<file path="src/rtl/sram_req_arbiter.sv">
// sram_req_arbiter: shares one SRAM-like memory port between the fetch (inst)
// port and the MEM-stage data port. Address phases are arbitrated with data
// priority plus a starvation guard for fetch; accepted requests are logged in
// an order FIFO so each returning response is steered back to its issuer.
//
// Handshake semantics: a request is offered while *_req is high and is taken
// in the cycle where the matching *_addr_ok is high (req && addr_ok). A
// response is delivered in the single cycle *_data_ok is high; *_rdata is only
// meaningful in that cycle. Requesters may change or drop a request that has
// not yet seen addr_ok.
module sram_req_arbiter #(
  parameter int MAX_OUTSTANDING = 4,
  parameter int STARVE_LIMIT    = 8,
  localparam int PW = $clog2(MAX_OUTSTANDING),
  localparam int CW = PW + 1,
  localparam int SW = $clog2(STARVE_LIMIT + 1)
) (
  input  logic          clk,
  input  logic          resetn,
  // fetch port
  input  logic          inst_req,
  input  logic          inst_wr,
  input  logic [1:0]    inst_size,
  input  logic [3:0]    inst_wstrb,
  input  logic [31:0]   inst_addr,
  input  logic [31:0]   inst_wdata,
  output logic          inst_addr_ok,
  output logic          inst_data_ok,
  output logic [31:0]   inst_rdata,
  // data port
  input  logic          data_req,
  input  logic          data_wr,
  input  logic [1:0]    data_size,
  input  logic [3:0]    data_wstrb,
  input  logic [31:0]   data_addr,
  input  logic [31:0]   data_wdata,
  output logic          data_addr_ok,
  output logic          data_data_ok,
  output logic [31:0]   data_rdata,
  // downstream memory port
  output logic          mem_req,
  output logic          mem_wr,
  output logic [1:0]    mem_size,
  output logic [3:0]    mem_wstrb,
  output logic [31:0]   mem_addr,
  output logic [31:0]   mem_wdata,
  input  logic          mem_addr_ok,
  input  logic          mem_data_ok,
  input  logic [31:0]   mem_rdata,
  // status / debug
  output logic [CW-1:0] outstanding,
  output logic          err_stray_ok,
  output logic [1:0]    dbg_state
);

  typedef enum logic [1:0] {
    ST_IDLE      = 2'd0,
    ST_HOLD_INST = 2'd1,
    ST_HOLD_DATA = 2'd2
  } state_e;

  state_e          state_q;
  logic [MAX_OUTSTANDING-1:0] fifo_q;   // source bit per slot: 0=inst, 1=data
  logic [PW-1:0]   wr_ptr_q;
  logic [PW-1:0]   rd_ptr_q;
  logic [CW-1:0]   count_q;
  logic [SW-1:0]   starve_q;
  logic            err_q;

  logic            grant_vld;
  logic            grant_data;
  logic            full;
  logic            empty;
  logic            starve_hit;
  logic            handshake;
  logic            pop;
  logic            head_src;

  assign full       = (count_q == CW'(MAX_OUTSTANDING));
  assign empty      = (count_q == '0);
  assign starve_hit = (starve_q == SW'(STARVE_LIMIT));

  // Grant selection: a held grant sticks to its source; otherwise data wins
  // unless fetch has been starved for STARVE_LIMIT data grants.
  always_comb begin
    grant_vld  = 1'b0;
    grant_data = 1'b0;
    unique case (state_q)
      ST_HOLD_INST: begin
        grant_vld  = inst_req;
        grant_data = 1'b0;
      end
      ST_HOLD_DATA: begin
        grant_vld  = data_req;
        grant_data = 1'b1;
      end
      default: begin
        if (inst_req && (!data_req || starve_hit)) begin
          grant_vld  = 1'b1;
          grant_data = 1'b0;
        end else if (data_req) begin
          grant_vld  = 1'b1;
          grant_data = 1'b1;
        end
      end
    endcase
  end

  // Downstream request mux follows the grant; a full order FIFO blocks issue.
  always_comb begin
    mem_req   = grant_vld && !full;
    mem_wr    = grant_data ? data_wr    : inst_wr;
    mem_size  = grant_data ? data_size  : inst_size;
    mem_wstrb = grant_data ? data_wstrb : inst_wstrb;
    mem_addr  = grant_data ? data_addr  : inst_addr;
    mem_wdata = grant_data ? data_wdata : inst_wdata;
  end

  assign handshake = mem_req && mem_addr_ok;
  assign pop       = mem_data_ok && !empty;
  assign head_src  = fifo_q[rd_ptr_q];

  // Address-phase acks pass straight through to the granted source only.
  always_comb begin
    inst_addr_ok = handshake && !grant_data;
    data_addr_ok = handshake &&  grant_data;
    inst_data_ok = pop && !head_src;
    data_data_ok = pop &&  head_src;
  end

  assign inst_rdata   = mem_rdata;
  assign data_rdata   = mem_rdata;
  assign outstanding  = count_q;
  assign err_stray_ok = err_q;
  assign dbg_state    = state_q;

  // Arbitration FSM: hold the grant while the downstream stalls the address
  // phase; release on handshake or when the held source withdraws.
  always_ff @(posedge clk or negedge resetn) begin
    if (!resetn) begin
      state_q <= ST_IDLE;
    end else begin
      unique case (state_q)
        ST_IDLE: begin
          if (mem_req && !mem_addr_ok)
            state_q <= grant_data ? ST_HOLD_DATA : ST_HOLD_INST;
        end
        ST_HOLD_INST: begin
          if (!inst_req || handshake) state_q <= ST_IDLE;
        end
        ST_HOLD_DATA: begin
          if (!data_req || handshake) state_q <= ST_IDLE;
        end
        default: state_q <= ST_IDLE;
      endcase
    end
  end

  // Order FIFO: push the source bit on every accepted address phase,
  // pop on every response that has a matching entry.
  always_ff @(posedge clk or negedge resetn) begin
    if (!resetn) begin
      fifo_q   <= '0;
      wr_ptr_q <= '0;
      rd_ptr_q <= '0;
    end else begin
      if (handshake) begin
        fifo_q[wr_ptr_q] <= grant_data;
        wr_ptr_q         <= wr_ptr_q + PW'(1);
      end
      if (pop) rd_ptr_q <= rd_ptr_q + PW'(1);
    end
  end

  // Occupancy counter with one extra bit so full and empty are distinct.
  always_ff @(posedge clk or negedge resetn) begin
    if (!resetn) begin
      count_q <= '0;
    end else begin
      unique case ({handshake, pop})
        2'b10:   count_q <= count_q + CW'(1);
        2'b01:   count_q <= count_q - CW'(1);
        default: count_q <= count_q;
      endcase
    end
  end

  // Starvation counter: data grants taken while fetch is waiting.
  always_ff @(posedge clk or negedge resetn) begin
    if (!resetn) begin
      starve_q <= '0;
    end else if (!inst_req) begin
      starve_q <= '0;
    end else if (handshake && !grant_data) begin
      starve_q <= '0;
    end else if (handshake && grant_data && !starve_hit) begin
      starve_q <= starve_q + SW'(1);
    end
  end

  // Sticky flag for a response arriving with nothing outstanding.
  always_ff @(posedge clk or negedge resetn) begin
    if (!resetn) begin
      err_q <= 1'b0;
    end else if (mem_data_ok && empty) begin
      err_q <= 1'b1;
    end
  end

endmodule

</file>
<file path="config.mk">
export PLATFORM = sky130hd
export DESIGN_NAME = sram_req_arbiter
export DESIGN_NICKNAME = d
export VERILOG_FILES = /design/src/rtl/sram_req_arbiter.sv
export SDC_FILE = /design/constraint.sdc
export NUM_CORES = 1
export LEC_CHECK = 0
export BUFFER_PORTS_ARGS = -buffer_cell sky130_fd_sc_hd__buf_2
export CAP_MARGIN = 25
export CORE_AREA = 2 2 128 130
export DETAILED_ROUTE_END_ITERATION = 7
export DIE_AREA = 0 0 130 132
export SYNTH_ARGS = -nofsm -noshare
export SYNTH_HDL_FRONTEND = slang
export SYNTH_SLANG_ARGS = --single-unit
</file>
<file path="constraint.sdc">
create_clock -name clk -period 3.78 [get_ports clk]
set_input_delay 0.378 -clock clk [delete_from_list [all_inputs] [get_ports clk]]
set_output_delay 0.378 -clock clk [all_outputs]
set_load 0.1 [all_outputs]
</file>
# Word level (Yosys, flattened, before mapping)
# Index checks and enable logic that the tools add are counted.
[classes]
add_sub_neg = 5
multipliers = 0
div = 0
order_cmp = 3
n_eq_ne = 10
n_shift = 0
mux = 24
bitwise_logic = 0
n_reduce_logical = 27
[ops]
columns = ["op", "n"]
rows = [
  ["$mux W32", 2],
  ["$mux W4", 4],
  ["$logic_and A1 B1 Y1", 12],
  ["$mux W2", 5],
  ["$logic_not A1 Y1", 8],
  ["$lt A2 B3 Y1 const B", 2],
  ["$mux W1", 6],
  ["$ne A2 B2 Y1 const B", 3],
  ["$pmux W2 S3", 1],
  ["$pmux W3 S2", 1],
  ["$add A2 B1 Y2 const B", 2],
  ["$add A4 B1 Y4 const B", 1],
  ["$bwmux W4", 1],
  ["$eq A2 B1 Y1 const B", 2],
  ["$eq A2 B2 Y1 const B", 2],
  ["$eq A4 B4 Y1 const B", 1],
  ["$pmux W1 S2", 2],
  ["$add A3 B1 Y3 const B", 1],
  ["$eq A3 B3 Y1 const B", 1],
  ["$logic_not A3 Y1", 1],
  ["$logic_or A1 B1 Y1", 3],
  ["$ne A3 B1 Y1 const B", 1],
  ["$reduce_and A3 Y1", 1],
  ["$sub A3 B1 Y3 const B", 1],
  ["5 further kinds", 5],
]
[word_totals]
reg_bits = 18
latch_bits = 0
ram_bits = 0
rom_bits = 0
out_inout_bits = 146
elab_cells = 76
n_memories = 0

# Logic depth before layout (Yosys ltp)
# Gate-level depths: netlist (run 1).
[logic_depth]
word_depth = 12
depth_mapped = 13
ltp_nobuf = 11

# Least setup slack after synthesis (run 1)
# Ideal clock, no wire load.
[synth_timing]
path_kind = "flip-flop to output port"
startpoint = "register state_q[0] (netlist: dbg_state[0])"
endpoint = "output port data_addr_ok"
t_arrival_ns = 3.533
t_required_ns = 3.402
slack_ns = -0.131
stages_incl_launch_ff = 9
path_cell_list = "dfrtp_1 inv_1 ha_1 buf_2 nor3_1 a2111oi_4 buf_6 inv_2 nor2_1"
[synth_between]
elab_chain_len = 5
[synth_lines]
columns = ["item", "line_no", "rtl"]
rows = [
  ["from (decl)", "62", "state_e state_q;"],
  ["from (signal assigned)", "146", "state_q <= grant_data ? ST_HOLD_DATA : ST_HOLD_INST;"],
  ["$eq A2 B2 Y1 or $eq A2 B1 Y1 (tied branches)", "88", "unique case (state_q)"],
  ["$pmux W1 S2", "88", ""],
  ["$logic_and A1 B1 Y1", "111", "mem_req = grant_vld && !full;"],
  ["$logic_and A1 B1 Y1", "119", "assign handshake = mem_req && mem_addr_ok;"],
  ["$logic_and A1 B1 Y1 (*)", "126", "data_addr_ok = handshake && grant_data;"],
  ["to (decl)", "37", "output logic data_addr_ok,"],
]
# Mark *: on every way between the ends. The rest lies on a longest branch, timed or not.

# Worst setup path in the final report (run 1)
[layout_timing]
startpoint = "register state_q[0] (netlist: dbg_state[0])"
endpoint = "output port mem_wr"
[layout_between]
elab_chain_len = 3
[layout_lines]
columns = ["item", "line_no", "rtl"]
rows = [
  ["$eq A2 B2 Y1 or $eq A2 B1 Y1 (tied branches)", "88", ""],
  ["$pmux W1 S2 (*)", "88", ""],
  ["$mux W1 (*)", "112", "mem_wr = grant_data ? data_wr : inst_wr;"],
  ["to (decl)", "42", "output logic mem_wr,"],
]
# Marked as above.

==> results.sh, run 1 <==
export IMPL_synth_top_family_by_area="simple AND/OR/NAND/NOR gates"
export IMPL_synth_seq_cells=18
export IMPL_status="completed"
export IMPL_nets=752
export IMPL_first_pass_iters=4
export IMPL_yosys_area_share_simple_pct=38.6
export IMPL_combinationalPowerShare_pct=86.0
export IMPL_p_leak_nw=2.12
export IMPL_grt_setup_unrepaired="no"
export IMPL_postCtsSetupRepairBufs=0
export IMPL_syn_avg_cell_area_sq_um=6.21
export IMPL_wl_um=8790
export IMPL_grt_max_degree=41
export IMPL_cp_max_fo=38
export IMPL_p_total_mw=4.09
export IMPL_p_sw_mw=3.08
export IMPL_finalSetupViolCount=0
export IMPL_critPathLaunch="dbg_state[0]"
export IMPL_clockBufferDepth=2
export IMPL_crit_path_start_kind="flop"
export IMPL_die_w_um=130
export IMPL_synth_fa_ha_area_share_pct=5.77
export IMPL_ys_warn_count=0
export IMPL_gp_congestion=0.784
export IMPL_clockPowerShare_pct=5.7
export IMPL_syn_num_nets=596
export IMPL_r2r_start="dbg_state[0]"
export IMPL_hold_class="input pin to async pin"
export IMPL_worstSetupPathType="flop to primary output"
export IMPL_final_cell_mix="229 x buf_2, 222 x nand2_1, 18 x dfrtp_1"
export IMPL_rr_worst_depth=11
export IMPL_skew_ns=0.00169
export IMPL_cap_violations=0
export IMPL_area_delta_synth_final_pct=38.3
export IMPL_holdWs_ns=0.0490
export IMPL_drc=0
export IMPL_drtAntennaViolNets=0
export IMPL_grt_pass1_wl_um=12900
export IMPL_post_route_min_period_ns=2.99
export IMPL_slew_violations=0
export IMPL_path_clk_slew_ns=0.05
export IMPL_cts_sinks=18
export IMPL_ctsHoldBuffers=0
export IMPL_pwr_share_seq_pct=8.2
export IMPL_cts_resized_gates=0
export IMPL_hold_violations=0
export IMPL_worstPathArrival_ns=2.61
export IMPL_fmax_mhz=334
export IMPL_port_buffers=229
export IMPL_synthMuxAreaShare_pct=0.896
export IMPL_worst_ir_drop_vdd_v=0.000691
export IMPL_swShare_pct=75.2
export IMPL_via_per_inst=3.69
export IMPL_h_tree_depth=1
export IMPL_rows=46
export IMPL_clk_latency_ns=0.25
export IMPL_seq_area_frac_synth_pct=17.9
export IMPL_required_ns=3.40
export IMPL_antenna_found_initial=0
export IMPL_layout_drive_gt1_share_pct=43.9
export IMPL_hpwl_um=7260
export IMPL_worstMarginPinSlew_ns=0.525
export IMPL_power_density_nw_per_um2=1180
export IMPL_dieArea_sq_um=17200
export IMPL_p_int_mw=1.01
export IMPL_n_antenna_cell=0
export IMPL_ios=326
export IMPL_slew_headroom_pct=65.3
export IMPL_root_buffer="clkbuf_16"
export IMPL_synth_compound_area_share_pct=9.51
export IMPL_synth_cell_types=42
export IMPL_initial_core_util_pct=16.0
export IMPL_num_fill_cells=1776
export IMPL_grt_pass1_vias=2633
export IMPL_mostFrequentLayoutCell="buf_2"
export IMPL_vias=2860
export IMPL_cts_tree="done"
export IMPL_drtIter0Drc=138
export IMPL_post_drt_wl_per_cell_um=11.3
export IMPL_grt_overflow=0
export IMPL_cts_buffers=3
export IMPL_timing_final_crit_share_pct=79.1
export IMPL_grt_usage_pct=9.17
export IMPL_chipHeight_um=132
export IMPL_synthCells=405
export IMPL_cp_end_kind="primary output"
export IMPL_synthXorXnorAreaFrac_pct=2.09
export IMPL_coreArea_sq_um=15700
export IMPL_synthesis_area_sq_um=2510
==> registers in the layout, summed over array words and instances, names as in the netlist <==
name and count:
starve_q 4, dbg_state 2, wr_ptr_q 2, rd_ptr_q 2
outstanding 3, err_stray_ok 1, fifo_q 4
==> metrics by stage <==
step           cells  cell area (sq um)  util [%]  setup WS, ns  TNS, ns
6_report         776               3480      22.1         0.790        0
5_1_grt          776               3480      22.1         0.545        0
4_1_cts          776               3480      22.1         0.757        0
3_5_place_dp     772               3390      21.6          1.03        0
3_3_place_gp     772               3390      21.6          1.04        0
2_1_floorplan    405               2510         -        -0.131   -0.261
==> cell type report <==
cell class / count / area [sq um] / share of cell area [%]
multi-input combinational: 292 / 1440 / 41.4
timing repair buffer: 234 / 1180 / 34.1
sequential: 18 / 450 / 13.0
inverter: 12 / 45.0 / 1.30
tap: 216 / 270 / 7.78
clock buffer: 4 / 88.8 / 2.56
==> kinds of logic (layout without fill, tap and decap cells) <==
kind of cell / Yosys count / count (layout)
xor gates and xnor gates: 6 / 6
adders and majority gates: 11 / 11
buffers and inverters: 95 / 250
muxes: 1 / 1
DFF: 18 / 18
and+or+nand+nor: 246 / 246
AOI/OAI and AO/OA: 28 / 28
==> cell usage after synthesis (all sizes together) <==
cell,count,share of area [%]
nand2,222,33
buf,78,23
dfrtp,18,18
inv,12,1.8
ha,10,5.0
nor2,6,0.90
a21oi,5,1.3
a31oi,5,1.2
clkbuf,5,0.75
o32ai,4,1.4
xnor2,4,1.4
nand3,3,0.60
nor3,3,0.60
o21ai,3,0.60
a21boi,2,0.75
nand2b,2,0.50
o21a,2,0.60
xor2,2,0.70
a2111oi,1,1.1
a211oi,1,0.30
a21o,1,0.30
a22o,1,0.35
a22oi,1,0.85
a2bb2o,1,0.40
a2bb2oi,1,0.35
and2,1,0.25
and3,1,0.25
and4,1,0.35
fa,1,0.80
mux4,1,0.90
nand4,1,0.25
nand4b,1,0.35
nor2b,1,0.25
nor3b,1,0.30
nor4,1,0.25
or3,1,0.25
or3b,1,0.35
==> power groups by stage <==
stage	clock [mW]	sequential (mW)	combinational [mW]
finish	0.234	0.337	3.52
global route	0.246	0.349	3.70
CTS	0.239	0.337	3.54
detailed placement	0	0.340	3.54
global placement	0	0.338	3.53
floorplan	0	0.499	3.15
==> worst max-delay path, cell delays in order, from the launching register on <==
cell,delay [ns]
dfrtp_1,0.36
inv_1,0.08
ha_1,0.43
nor2b_1,0.29
a22o_2,0.19
buf_4,0.34
nand2_1,0.11
nand2_1,0.10
buf_2,0.43
==> per-layer routing <==
layer  routed length, um  GRT usage (%)  part of all wire, %
met1                3690           10.9                   42
met2                4190           16.2                   48
met3                 741           2.11                  8.4
met4                 174           2.87                  2.0
met5                   0              0                    0
==> final timing paths <==
| path | to | slack, ns |
|---|---|---|
| hold / removal | wr_ptr_q[1] | 0.05 |
| hold reg to reg | err_stray_ok | 0.46 |
| setup reg to reg | outstanding[2] | 1.25 |
| setup / recovery | mem_wr | 0.79 |
| min in group clk | err_stray_ok | 0.34 |
| max in group asynchronous | dbg_state[1] | 3.45 |
Power figures use the tool's default switching activity.
==> run 2: changes to the inputs <==
--- a/config.mk
+++ b/config.mk
@@ -7,9 +7,9 @@
 export LEC_CHECK = 0
 export BUFFER_PORTS_ARGS = -buffer_cell sky130_fd_sc_hd__buf_2
 export CAP_MARGIN = 25
-export CORE_AREA = 2 2 128 130
+export CORE_AREA = 2 2 125 127
 export DETAILED_ROUTE_END_ITERATION = 7
-export DIE_AREA = 0 0 130 132
+export DIE_AREA = 0 0 127 129
 export SYNTH_ARGS = -nofsm -noshare
 export SYNTH_HDL_FRONTEND = slang
 export SYNTH_SLANG_ARGS = --single-unit
==> constraint.sdc (replaced) <==
create_clock -name clk -period 2.65 [get_ports clk]
set_input_delay 0.265 -clock clk [delete_from_list [all_inputs] [get_ports clk]]
set_output_delay 0.265 -clock clk [all_outputs]
set_load 0.1 [all_outputs]
==> run 2 against run 1 <==
Against the previous run: setup slack worse by 0.60 ns; first-iteration DRC count is 55% lower; critical endpoint is now mem_wdata[30]; critical path depth stayed put; core utilization is 10 points higher; count of clock-buffer cells in the layout stayed put; design area is 39% higher; power is 84% higher.
==> results.sh, run 2 (synthesis results as in run 1) <==
export IMPL_clockBufferDepth=2
export IMPL_r2r_slack_ns=0.22
export IMPL_min_to="err_stray_ok"
export IMPL_vias=3003
export IMPL_die_w_um=127
export IMPL_cp_max_fo=35
export IMPL_slew_violations=0
export IMPL_grt_pass1_vias=2900
export IMPL_hpwl_um=8530
export IMPL_dpl_instance_area_sq_um=4730
export IMPL_grt_max_degree=45
export IMPL_path_clk_slew_ns=0.06
export IMPL_timing_final_crit_share_pct=92.7
export IMPL_nets=754
export IMPL_grt_setup_unrepaired="no"
export IMPL_critPathSlowestCell="dfrtp_4"
export IMPL_setup_tns_ns=0
export IMPL_first_pass_iters=4
export IMPL_area_delta_synth_final_pct=92.4
export IMPL_worstPathArrival_ns=2.19
export IMPL_status="completed"
export IMPL_utilization_pct=32.3
export IMPL_via_per_inst=4.00
export IMPL_final_area_sq_um=4840
export IMPL_multiInputGateArea_sq_um=1660
export IMPL_cap_violations=0
export IMPL_grt_usage_pct=11.4
export IMPL_grt_pass1_wl_um=15400
export IMPL_drc=0
export IMPL_seq_area_sq_um=462
export IMPL_finalSetupViolCount=0
export IMPL_rows=45
export IMPL_wl_um=10100
export IMPL_worstMarginPinSlew_ns=0.521
export IMPL_crit_path_start_kind="flop"
export IMPL_min_delay_path_depth=2
export IMPL_drtIter0Drc=62
export IMPL_post_drt_wl_per_cell_um=13.5
export IMPL_hold_start="mem_data_ok"
export IMPL_hold_violations=0
export IMPL_grt_overflow=0
export IMPL_drtAntennaViolNets=0
export IMPL_antenna_found_initial=0
export IMPL_mostFrequentLayoutCell="buf_2"
export IMPL_dieArea_sq_um=16400
export IMPL_fin_ws_ns=0.194
export IMPL_coreArea_sq_um=15000
export IMPL_crit_path_cell_trace="inv_4 > ha_4 > nor2b_1 > a22o_4 > buf_12 > nand2_1 > nand2_2 > buf_12"
export IMPL_final_cell_mix="156 x buf_2, 154 x nand2_1, 76 x buf_12"
export IMPL_r2r_end="outstanding[2]"
export IMPL_initial_core_util_pct=16.8
export IMPL_layout_drive_gt1_share_pct=58.2
export IMPL_postCtsSetupRepairBufs=0
export IMPL_slew_headroom_pct=65.5
export IMPL_p_leak_nw=2.51
export IMPL_post_route_min_period_ns=2.46
export IMPL_cp_end_kind="primary output"
export IMPL_n_antenna_cell=0
export IMPL_required_ns=2.38
export IMPL_crit_family="flip-flops"
export IMPL_worst_ir_drop_vdd_v=0.00134
export IMPL_power_density_nw_per_um2=1560
export IMPL_skew_ns=0.00501
export IMPL_gp_congestion=0.773
export IMPL_fmax_mhz=407
export IMPL_root_buffer="clkbuf_16"
export IMPL_pre_cts_ws_ns=0.255
export IMPL_cp_common_cell="buf_12"
export IMPL_chipHeight_um=129
export IMPL_worstSetupPathType="flop to primary output"
export IMPL_port_buffers=229
export IMPL_rr_worst_depth=11
export IMPL_hold_class="input pin to flop"
export IMPL_num_fill_cells=1576
export IMPL_cts_tree="done"
export IMPL_cts_sinks=18
export IMPL_critPathMaxStageDelay_ns=0.49
export IMPL_r2r_start="dbg_state[0]"
export IMPL_crit_buf_inv=3
export IMPL_ios=326
export IMPL_h_tree_depth=1
export IMPL_cts_buffers=3
export IMPL_clk_latency_ns=0.25
==> run 2: how the worst max path moves through the flow <==
stage | from | end | cells past startpoint
after floorplan | dbg_state[0] | outstanding[2] | 13
after global placement | dbg_state[0] | outstanding[2] | 11
after detailed placement | dbg_state[0] | outstanding[2] | 11
after CTS | dbg_state[0] | mem_wdata[30] | 8
after global routing | dbg_state[0] | outstanding[2] | 11
final | dbg_state[0] | mem_wdata[30] | 8
==> run 2: layer usage <==
layer | global-route usage, % | vias to the layer above | part of all wire, %
li1 | - | 1516 | -
met1 | 13.6 | 1296 | 38
met2 | 21.1 | 177 | 51
met3 | 2.91 | 14 | 9.1
met4 | 2.00 | 0 | 1.3
met5 | 0 | - | 0
==> run 2: cell type report <==
| class | count | area share (%) |
|---|---|---|
| multi-input cells | 292 | 34.3 |
| flip-flops and latches | 18 | 9.55 |
| inverters | 12 | 1.14 |
| repair buffers | 236 | 48.4 |
| clock buffers | 4 | 1.84 |
| well taps | 188 | 4.86 |
==> run 2: repair_timing <==
item	4_1_cts	5_1_grt
hold buffers	1	0
gates resized for setup	0	2
endpoints found under the hold margin	18	0
endpoints found under the setup margin	0	9
==> run 2: power breakdown <==
part	switching [mW]	internal [mW]	leakage, nW
Sequential	0.103	0.394	0.213
Combinational	4.57	2.14	2.26
Clock	0.108	0.230	0.0442
==> run 2: through the flow <==
| stage | hold slack, ns | power, mW | cells |
|---|---|---|---|
| 2_1_floorplan | -0.0306 | 5.44 | 405 |
| 3_3_place_gp | 0.219 | 7.19 | 745 |
| 3_5_place_dp | 0.232 | 7.23 | 745 |
| 4_1_cts | 0.228 | 7.59 | 750 |
| 5_1_grt | 0.248 | 7.86 | 750 |
| 6_report | 0.231 | 7.54 | 750 |
